## config.mk

```make
export PLATFORM = sky130hd
export DESIGN_NAME = oled_spi_arbiter_flat
export DESIGN_NICKNAME = d
export VERILOG_FILES = /design/src/rtl/oled_spi_arbiter_pkg.sv /design/src/rtl/oled_spi_arbiter_if.sv /design/src/rtl/oled_spi_arbiter_rr_pick.sv /design/src/rtl/oled_spi_arbiter.sv /design/src/flat_wrapper.sv
export SDC_FILE = /design/constraint.sdc
export NUM_CORES = 1
export LEC_CHECK = 0
export BUFFER_PORTS_ARGS = -buffer_cell sky130_fd_sc_hd__buf_2
export CAP_MARGIN = 20
export CORE_MARGIN = 2
export CORE_UTILIZATION = 55
export DETAILED_ROUTE_END_ITERATION = 8
export PLACE_DENSITY = 0.84
export RECOVER_POWER = 50
export SLEW_MARGIN = 20
export SYNTH_ARGS = -nofsm -noshare
export SYNTH_HDL_FRONTEND = slang
export SYNTH_SLANG_ARGS = --single-unit
export TNS_END_PERCENT = 20
```

## constraint.sdc

```tcl
create_clock -name clk -period 3.6 [get_ports clk]
set_input_delay 0 -clock clk [delete_from_list [all_inputs] [get_ports clk]]
set_output_delay 0 -clock clk [all_outputs]
set_load 0.01 [all_outputs]
```

## src/rtl/oled_spi_arbiter_pkg.sv

```systemverilog
// Shared state type and constants for the OLED SPI engine arbiter.
package oled_pkg;
   typedef enum logic [1:0] {IDLE, LOAD, XFER, RELEASE} arb_st_e;

   localparam int REQ_CMD      = 0;
   localparam int REQ_DATA     = 1;
   localparam int REQ_INIT     = 2;
   localparam int OLED_TIMEOUT = 1024;
endpackage

```

## src/rtl/oled_spi_arbiter_if.sv

```systemverilog
// Requester-side and spi_fsm-side signals of the OLED SPI engine arbiter.
interface oled_spi_arbiter_if #(parameter int NREQ = 3);
   logic [NREQ-1:0]   req;
   logic [NREQ-1:0]   last;
   logic [NREQ-1:0]   dc_in;
   logic [NREQ*8-1:0] data_in;
   logic [NREQ-1:0]   gnt;
   logic [NREQ-1:0]   ack;
   logic              err;
   logic              spi_en;
   logic [7:0]        spi_data;
   logic              dc;
   logic              spi_fin;

   modport master (
      output req, last, dc_in, data_in, spi_fin,
      input  gnt, ack, err, spi_en, spi_data, dc
   );

   modport slave (
      input  req, last, dc_in, data_in, spi_fin,
      output gnt, ack, err, spi_en, spi_data, dc
   );
endinterface

```

## src/rtl/oled_spi_arbiter_rr_pick.sv

```systemverilog
// Combinational round-robin picker: first set request after i_ptr, wrapping modulo N.
module rr_pick #(
   parameter int N  = 3,
   parameter int IW = (N > 1) ? $clog2(N) : 1
) (
   input  logic [N-1:0]  i_req,
   input  logic [IW-1:0] i_ptr,
   output logic          o_any,
   output logic [IW-1:0] o_id
);
   // Scan farthest to nearest so the nearest candidate after i_ptr is written last.
   always_comb begin
      o_any = 1'b0;
      o_id  = '0;
      for (int k = N; k >= 1; k--) begin
         if (i_req[IW'((int'(i_ptr) + k) % N)]) begin
            o_any = 1'b1;
            o_id  = IW'((int'(i_ptr) + k) % N);
         end
      end
   end
endmodule

```

## src/rtl/oled_spi_arbiter.sv

```systemverilog
// Round-robin owner of the OLED spi_fsm byte engine with per-byte ack and transfer watchdog.
//   state   | meaning
//   IDLE    | no owner; pick next requester after ptr
//   LOAD    | latch owner's byte/dc/last, raise spi_en
//   XFER    | byte in flight; wait spi_fin or watchdog expiry
//   RELEASE | drop grant, move ptr to the finished owner
module oled_spi_arbiter
   import oled_pkg::*;
#(
   parameter int NREQ    = 3,
   parameter int TIMEOUT = OLED_TIMEOUT,
   parameter int TW      = $clog2(TIMEOUT)
) (
   input  logic               clk,
   input  logic               rst_n,
   oled_spi_arbiter_if.slave  bus
);
   localparam int IW = (NREQ > 1) ? $clog2(NREQ) : 1;

   arb_st_e         r_st,       w_st_nxt;
   logic [NREQ-1:0] r_gnt,      w_gnt_nxt;
   logic [NREQ-1:0] r_ack,      w_ack_nxt;
   logic            r_err,      w_err_nxt;
   logic            r_spi_en,   w_spi_en_nxt;
   logic [7:0]      r_spi_data, w_spi_data_nxt;
   logic            r_dc,       w_dc_nxt;
   logic            r_last_q,   w_last_q_nxt;
   logic [IW-1:0]   r_ptr,      w_ptr_nxt;
   logic [IW-1:0]   r_id,       w_id_nxt;
   logic [TW-1:0]   r_wdog,     w_wdog_nxt;
   logic            w_any;
   logic [IW-1:0]   w_pick;

   rr_pick #(.N(NREQ), .IW(IW)) u_pick (
      .i_req (bus.req),
      .i_ptr (r_ptr),
      .o_any (w_any),
      .o_id  (w_pick)
   );

   always_ff @(posedge clk or negedge rst_n) begin
      if (!rst_n) begin
         r_st       <= IDLE;
         r_gnt      <= '0;
         r_ack      <= '0;
         r_err      <= 1'b0;
         r_spi_en   <= 1'b0;
         r_spi_data <= '0;
         r_dc       <= 1'b1;
         r_last_q   <= 1'b0;
         r_ptr      <= IW'(NREQ - 1);
         r_id       <= '0;
         r_wdog     <= '0;
      end else begin
         r_st       <= w_st_nxt;
         r_gnt      <= w_gnt_nxt;
         r_ack      <= w_ack_nxt;
         r_err      <= w_err_nxt;
         r_spi_en   <= w_spi_en_nxt;
         r_spi_data <= w_spi_data_nxt;
         r_dc       <= w_dc_nxt;
         r_last_q   <= w_last_q_nxt;
         r_ptr      <= w_ptr_nxt;
         r_id       <= w_id_nxt;
         r_wdog     <= w_wdog_nxt;
      end
   end

   always_comb begin
      w_st_nxt       = r_st;
      w_gnt_nxt      = r_gnt;
      w_ack_nxt      = '0;
      w_err_nxt      = 1'b0;
      w_spi_en_nxt   = r_spi_en;
      w_spi_data_nxt = r_spi_data;
      w_dc_nxt       = r_dc;
      w_last_q_nxt   = r_last_q;
      w_ptr_nxt      = r_ptr;
      w_id_nxt       = r_id;
      w_wdog_nxt     = r_wdog;
      case (r_st)
         IDLE: begin
            if (w_any) begin
               w_gnt_nxt         = '0;
               w_gnt_nxt[w_pick] = 1'b1;
               w_id_nxt          = w_pick;
               w_st_nxt          = LOAD;
            end
         end
         LOAD: begin
            w_spi_data_nxt = bus.data_in[int'(r_id)*8 +: 8];
            w_dc_nxt       = bus.dc_in[r_id];
            w_last_q_nxt   = bus.last[r_id];
            w_spi_en_nxt   = 1'b1;
            w_wdog_nxt     = '0;
            w_st_nxt       = XFER;
         end
         XFER: begin
            w_wdog_nxt = r_wdog + 1'b1;
            // A completed byte takes precedence over a watchdog expiry in the same cycle.
            if (bus.spi_fin) begin
               w_spi_en_nxt    = 1'b0;
               w_ack_nxt[r_id] = 1'b1;
               w_st_nxt        = (r_last_q || !bus.req[r_id]) ? RELEASE : LOAD;
            end else if (r_wdog == TW'(TIMEOUT - 1)) begin
               w_spi_en_nxt = 1'b0;
               w_err_nxt    = 1'b1;
               w_st_nxt     = RELEASE;
            end
         end
         RELEASE: begin
            w_gnt_nxt = '0;
            w_ptr_nxt = r_id;
            w_st_nxt  = IDLE;
         end
         default: w_st_nxt = IDLE;
      endcase
   end

   assign bus.gnt      = r_gnt;
   assign bus.ack      = r_ack;
   assign bus.err      = r_err;
   assign bus.spi_en   = r_spi_en;
   assign bus.spi_data = r_spi_data;
   assign bus.dc       = r_dc;
endmodule
```

## src/flat_wrapper.sv

```systemverilog
// flat-port wrapper written by rule: the top's interface ports become plain ports
module oled_spi_arbiter_flat import oled_pkg::*;
#(
   parameter int NREQ    = 3,
   parameter int TIMEOUT = OLED_TIMEOUT,
   parameter int TW      = $clog2(TIMEOUT)
)
  (clk, rst_n, bus_req, bus_last, bus_dc_in, bus_data_in, bus_spi_fin, bus_gnt, bus_ack, bus_err, bus_spi_en, bus_spi_data, bus_dc);
  oled_spi_arbiter_if #(.NREQ(NREQ)) bus_i ();
  input  logic clk;
  input  logic rst_n;
  input wire logic [$bits(bus_i.req)-1:0] bus_req;
  input wire logic [$bits(bus_i.last)-1:0] bus_last;
  input wire logic [$bits(bus_i.dc_in)-1:0] bus_dc_in;
  input wire logic [$bits(bus_i.data_in)-1:0] bus_data_in;
  input wire logic [$bits(bus_i.spi_fin)-1:0] bus_spi_fin;
  output wire logic [$bits(bus_i.gnt)-1:0] bus_gnt;
  output wire logic [$bits(bus_i.ack)-1:0] bus_ack;
  output wire logic [$bits(bus_i.err)-1:0] bus_err;
  output wire logic [$bits(bus_i.spi_en)-1:0] bus_spi_en;
  output wire logic [$bits(bus_i.spi_data)-1:0] bus_spi_data;
  output wire logic [$bits(bus_i.dc)-1:0] bus_dc;
  assign bus_i.req = bus_req;
  assign bus_i.last = bus_last;
  assign bus_i.dc_in = bus_dc_in;
  assign bus_i.data_in = bus_data_in;
  assign bus_i.spi_fin = bus_spi_fin;
  assign bus_gnt = bus_i.gnt;
  assign bus_ack = bus_i.ack;
  assign bus_err = bus_i.err;
  assign bus_spi_en = bus_i.spi_en;
  assign bus_spi_data = bus_i.spi_data;
  assign bus_dc = bus_i.dc;
  oled_spi_arbiter #(.NREQ(NREQ), .TIMEOUT(TIMEOUT), .TW(TW)) u_core (.clk(clk), .rst_n(rst_n), .bus(bus_i));
endmodule
```

==> flow_summary.toml <==
[sta]
finClkSkew_ns = 0.006808
rsz0062_at_grt = "no"
relSlewSlack_pct = -15.23
setup_viol = 0
fin_setup_tns_ns = 0
period_minus_slack_ns = 2.197
final-hold-violation-count = 0
finalCritPeriodShare_pct = 61.02
max_freq_mhz = 455.2
worst_pin_slew_ns = 1.728
drv_slew = 35

[cts]
ctsResizeCount = 0
cts_buffer_depth = 2
cts_made_buffers = 5
clock_latency_ns = 0.33
cts_tree = "yes"
cts.clk_slew.worst_paths_ns = 0.10
clock-sinks = 34
h-tree-depth = 2
clock-root-buffer = "clkbuf_4"

[route]
route.detailed.drc = 0
dr_total_vias = 1823
firstDrtPassIters = 4
drt_iter0_markers = 153
via_per_inst = 5.627
routedWlPerCell_um = 14.44
ant_nets = 0
drt_wl_total_mm = 4.679

[synthesis]
synth-simple-area-share_pct = 17.39
synth-xor-area-share_pct = 0.8883
mappedNetlistNets = 260
synth-seq-cells = 34
synth_area_per_cell_um2 = 9.172
synth-edff-count = 0
synth_compound_area_share_pct = 19.16
syn_area_um2 = 1972
ys_warn_count = 0
synthDistinctLibCells = 41
synth_top_family_by_area = "compound AO/OA/AOI/OAI gates"
yosys_most_used_dff = "dfrtp_1"
synth-adder-area-share_pct = 5.711
ys_seq_area_share_pct = 43.27
syn_inst = 215
synth.mux.area_fraction_pct = 8.883
async_flop_share_pct = 100.0

[grt]
grt_max_degree = 35
antenna_found_initial = 0
grt_pass1_wl_mm = 7.817
grt_pass1_vias = 1765
gr-total-overflow = 0
grt_usage_pct = 24.64

[power]
finalPower_uw = 1767
p_per_area_nw_per_um2 = 729.3
power_frac_seq_pct = 34.6
p_sw_share_pct = 43.67
combPwrFrac_pct = 52.9
p_switching_uw = 771.4
peakVddDrop_mv = 0.3953
power_frac_clock_pct = 12.5
p_int_uw = 995.2
p_leak_uw = 0.001088

[outcome]
violations = "capacitance limit, slew limit"
status = "finished with violations"

[critical_path]
path_max_fanout = 7
start_kind = "flop"
crit_path_end_kind = "flop"
r2r_setup_slack_ns = 1.40
critPathKind = "flop to flop"
startpoint = "u_core.r_ptr[0]$_DFFE_PN0P_"
r2r-start = "u_core.r_ptr[0]$_DFFE_PN0P_"
critPathCapture = "u_core.r_st[1]$_DFFE_PN0P_"
arrival_ns = 2.42
reg2regPathDepth = 7
r2r-end = "u_core.r_st[1]$_DFFE_PN0P_"
required_ns = 3.82

[floorplanning]
dieHeight_um = 63.88
boundaryPins = 53
start_util_pct = 58.18
dieWidth_um = 63.88
core_um2 = 3390
row_count = 21
design.die.area_um2 = 4080

[final_layout]
layout_common_cells = "buf_2 (43), dfrtp_1 (32), nor2_1 (25), a21oi_1 (24)"
final_nets = 322
regArea_um2 = 853.3
layout_commonest_cell = "buf_2"
multiInputGateArea_um2 = 1026
n_antenna_cell = 0
fin_area_um2 = 2422
n_fill_cell = 244
drive_gt1_share_pct = 21.94
fin_cells = 324
area_growth_pct = 22.84

[place]
dp.cells = 304
io_buffers = 52
place_congestion = 0.8397
hpwl_mm = 3.114
placed_area_um2 = 2250

[hold_path]
hold_class = "primary input to flop"

[flow_run]
cap_violations = 1
-- state kept, by name (all words and copies together) (netlist names), 2 cells and up --
name	flops
u_core.bus.ack	3
u_core.bus.gnt	3
u_core.bus.spi_data	8
u_core.r_id	2
u_core.r_ptr	2
u_core.r_st	2
u_core.r_wdog	10
-- metal layers --
metal  GRT usage, %  up-vias  wire, um
met5              0        -         0
met4          8.424        0        65
met3          4.930        8       196
met2          40.63       66      2405
met1          32.37      873      2012
li1               -      876         -
-- power groups by stage --
| stage | sequential [uW] | combinational, uW | clock [uW] |
|---|---|---|---|
| 6_report | 612 | 934 | 221 |
| 3_3_place_gp | 605 | 887 | 0 |
| 2_1_floorplan | 620 | 676 | 0 |
| 4_1_cts | 606 | 931 | 227 |
| 3_5_place_dp | 614 | 913 | 0 |
| 5_1_grt | 627 | 1040 | 243 |
-- synth_stat cells (all sizes together) (2+ instances only) --
cell,instances,area [um^2]
a21bo,2,20.02
a21oi,24,120.1
a31oi,2,18.77
buf,3,21.27
clkbuf,7,26.28
dfrtp,32,800.8
dfstp,2,52.55
ha,9,112.6
inv,12,45.04
mux2i,16,160.2
nand2,19,71.32
nand3,6,30.03
nand4,3,18.77
nor2,25,93.84
nor2b,5,38.78
nor3,3,15.01
nor3b,3,22.52
o21ai,20,100.1
o22a,2,17.52
o31ai,2,15.01
or3,2,12.51
-- critical path: stages, from the launching register on --
cell and delay, ns:
dfrtp_1 0.40, inv_1 0.10, ha_1 0.38, nor2b_1 0.19, o21a_4 0.23, nor4b_4 0.37, a31oi_2 0.09, mux2_4 0.32
-- cell families (layout without fill, tap and decap cells) --
family,after synthesis,in the layout
AOI/OAI and AO/OA,62,62
xor gates and xnor gates,2,2
adders and majority gates,9,9
buffers and inverters,22,85
DFF,34,34
muxes,17,17
and+or+nand+nor,69,69
-- how the worst min path moves through the flow --
stage,start,end,depth (start not counted)
finish,bus_last[0],u_core.r_last_q$_DFFE_PN0N_,5
global route,bus_last[0],u_core.r_last_q$_DFFE_PN0N_,5
CTS,bus_data_in[6],u_core.bus.spi_data[6]$_DFFE_PN0N_,5
detailed placement,rst_n,u_core.r_wdog[5]$_DFFE_PN0P_,1
global placement,rst_n,u_core.r_wdog[3]$_DFFE_PN0P_,1
floorplan,rst_n,u_core.bus.ack[0]$_DFF_PN0_,0
-- metrics by stage --
| stage | hold slack [ns] | worst slack (ns) | utilization, % |
|---|---|---|---|
| finish | 0.1034 | 1.403 | 71.47 |
| global route | 0.1116 | 1.257 | 71.47 |
| CTS | 0.08185 | 1.412 | 71.80 |
| detailed placement | 0.09910 | 1.424 | 66.37 |
| global placement | 0.09846 | 1.518 | 66.37 |
| floorplan | -0.2956 | 1.601 | - |
-- final cells by class --
class,instances,share of cell area [%]
clock buffer,6,2.118
clock inverter,2,0.5165
inverter,12,1.860
multi-input combinational,159,42.36
sequential,34,35.23
tap,46,2.376
timing repair buffer,65,15.55
-- what timing repair did --
action                     in CTS  in global routing
setup endpoints to repair       0                  0
hold endpoints to repair       46                  0
hold buffers                   12                  0
buffers inserted                0                  0
(Power assumes the default switching activity.)
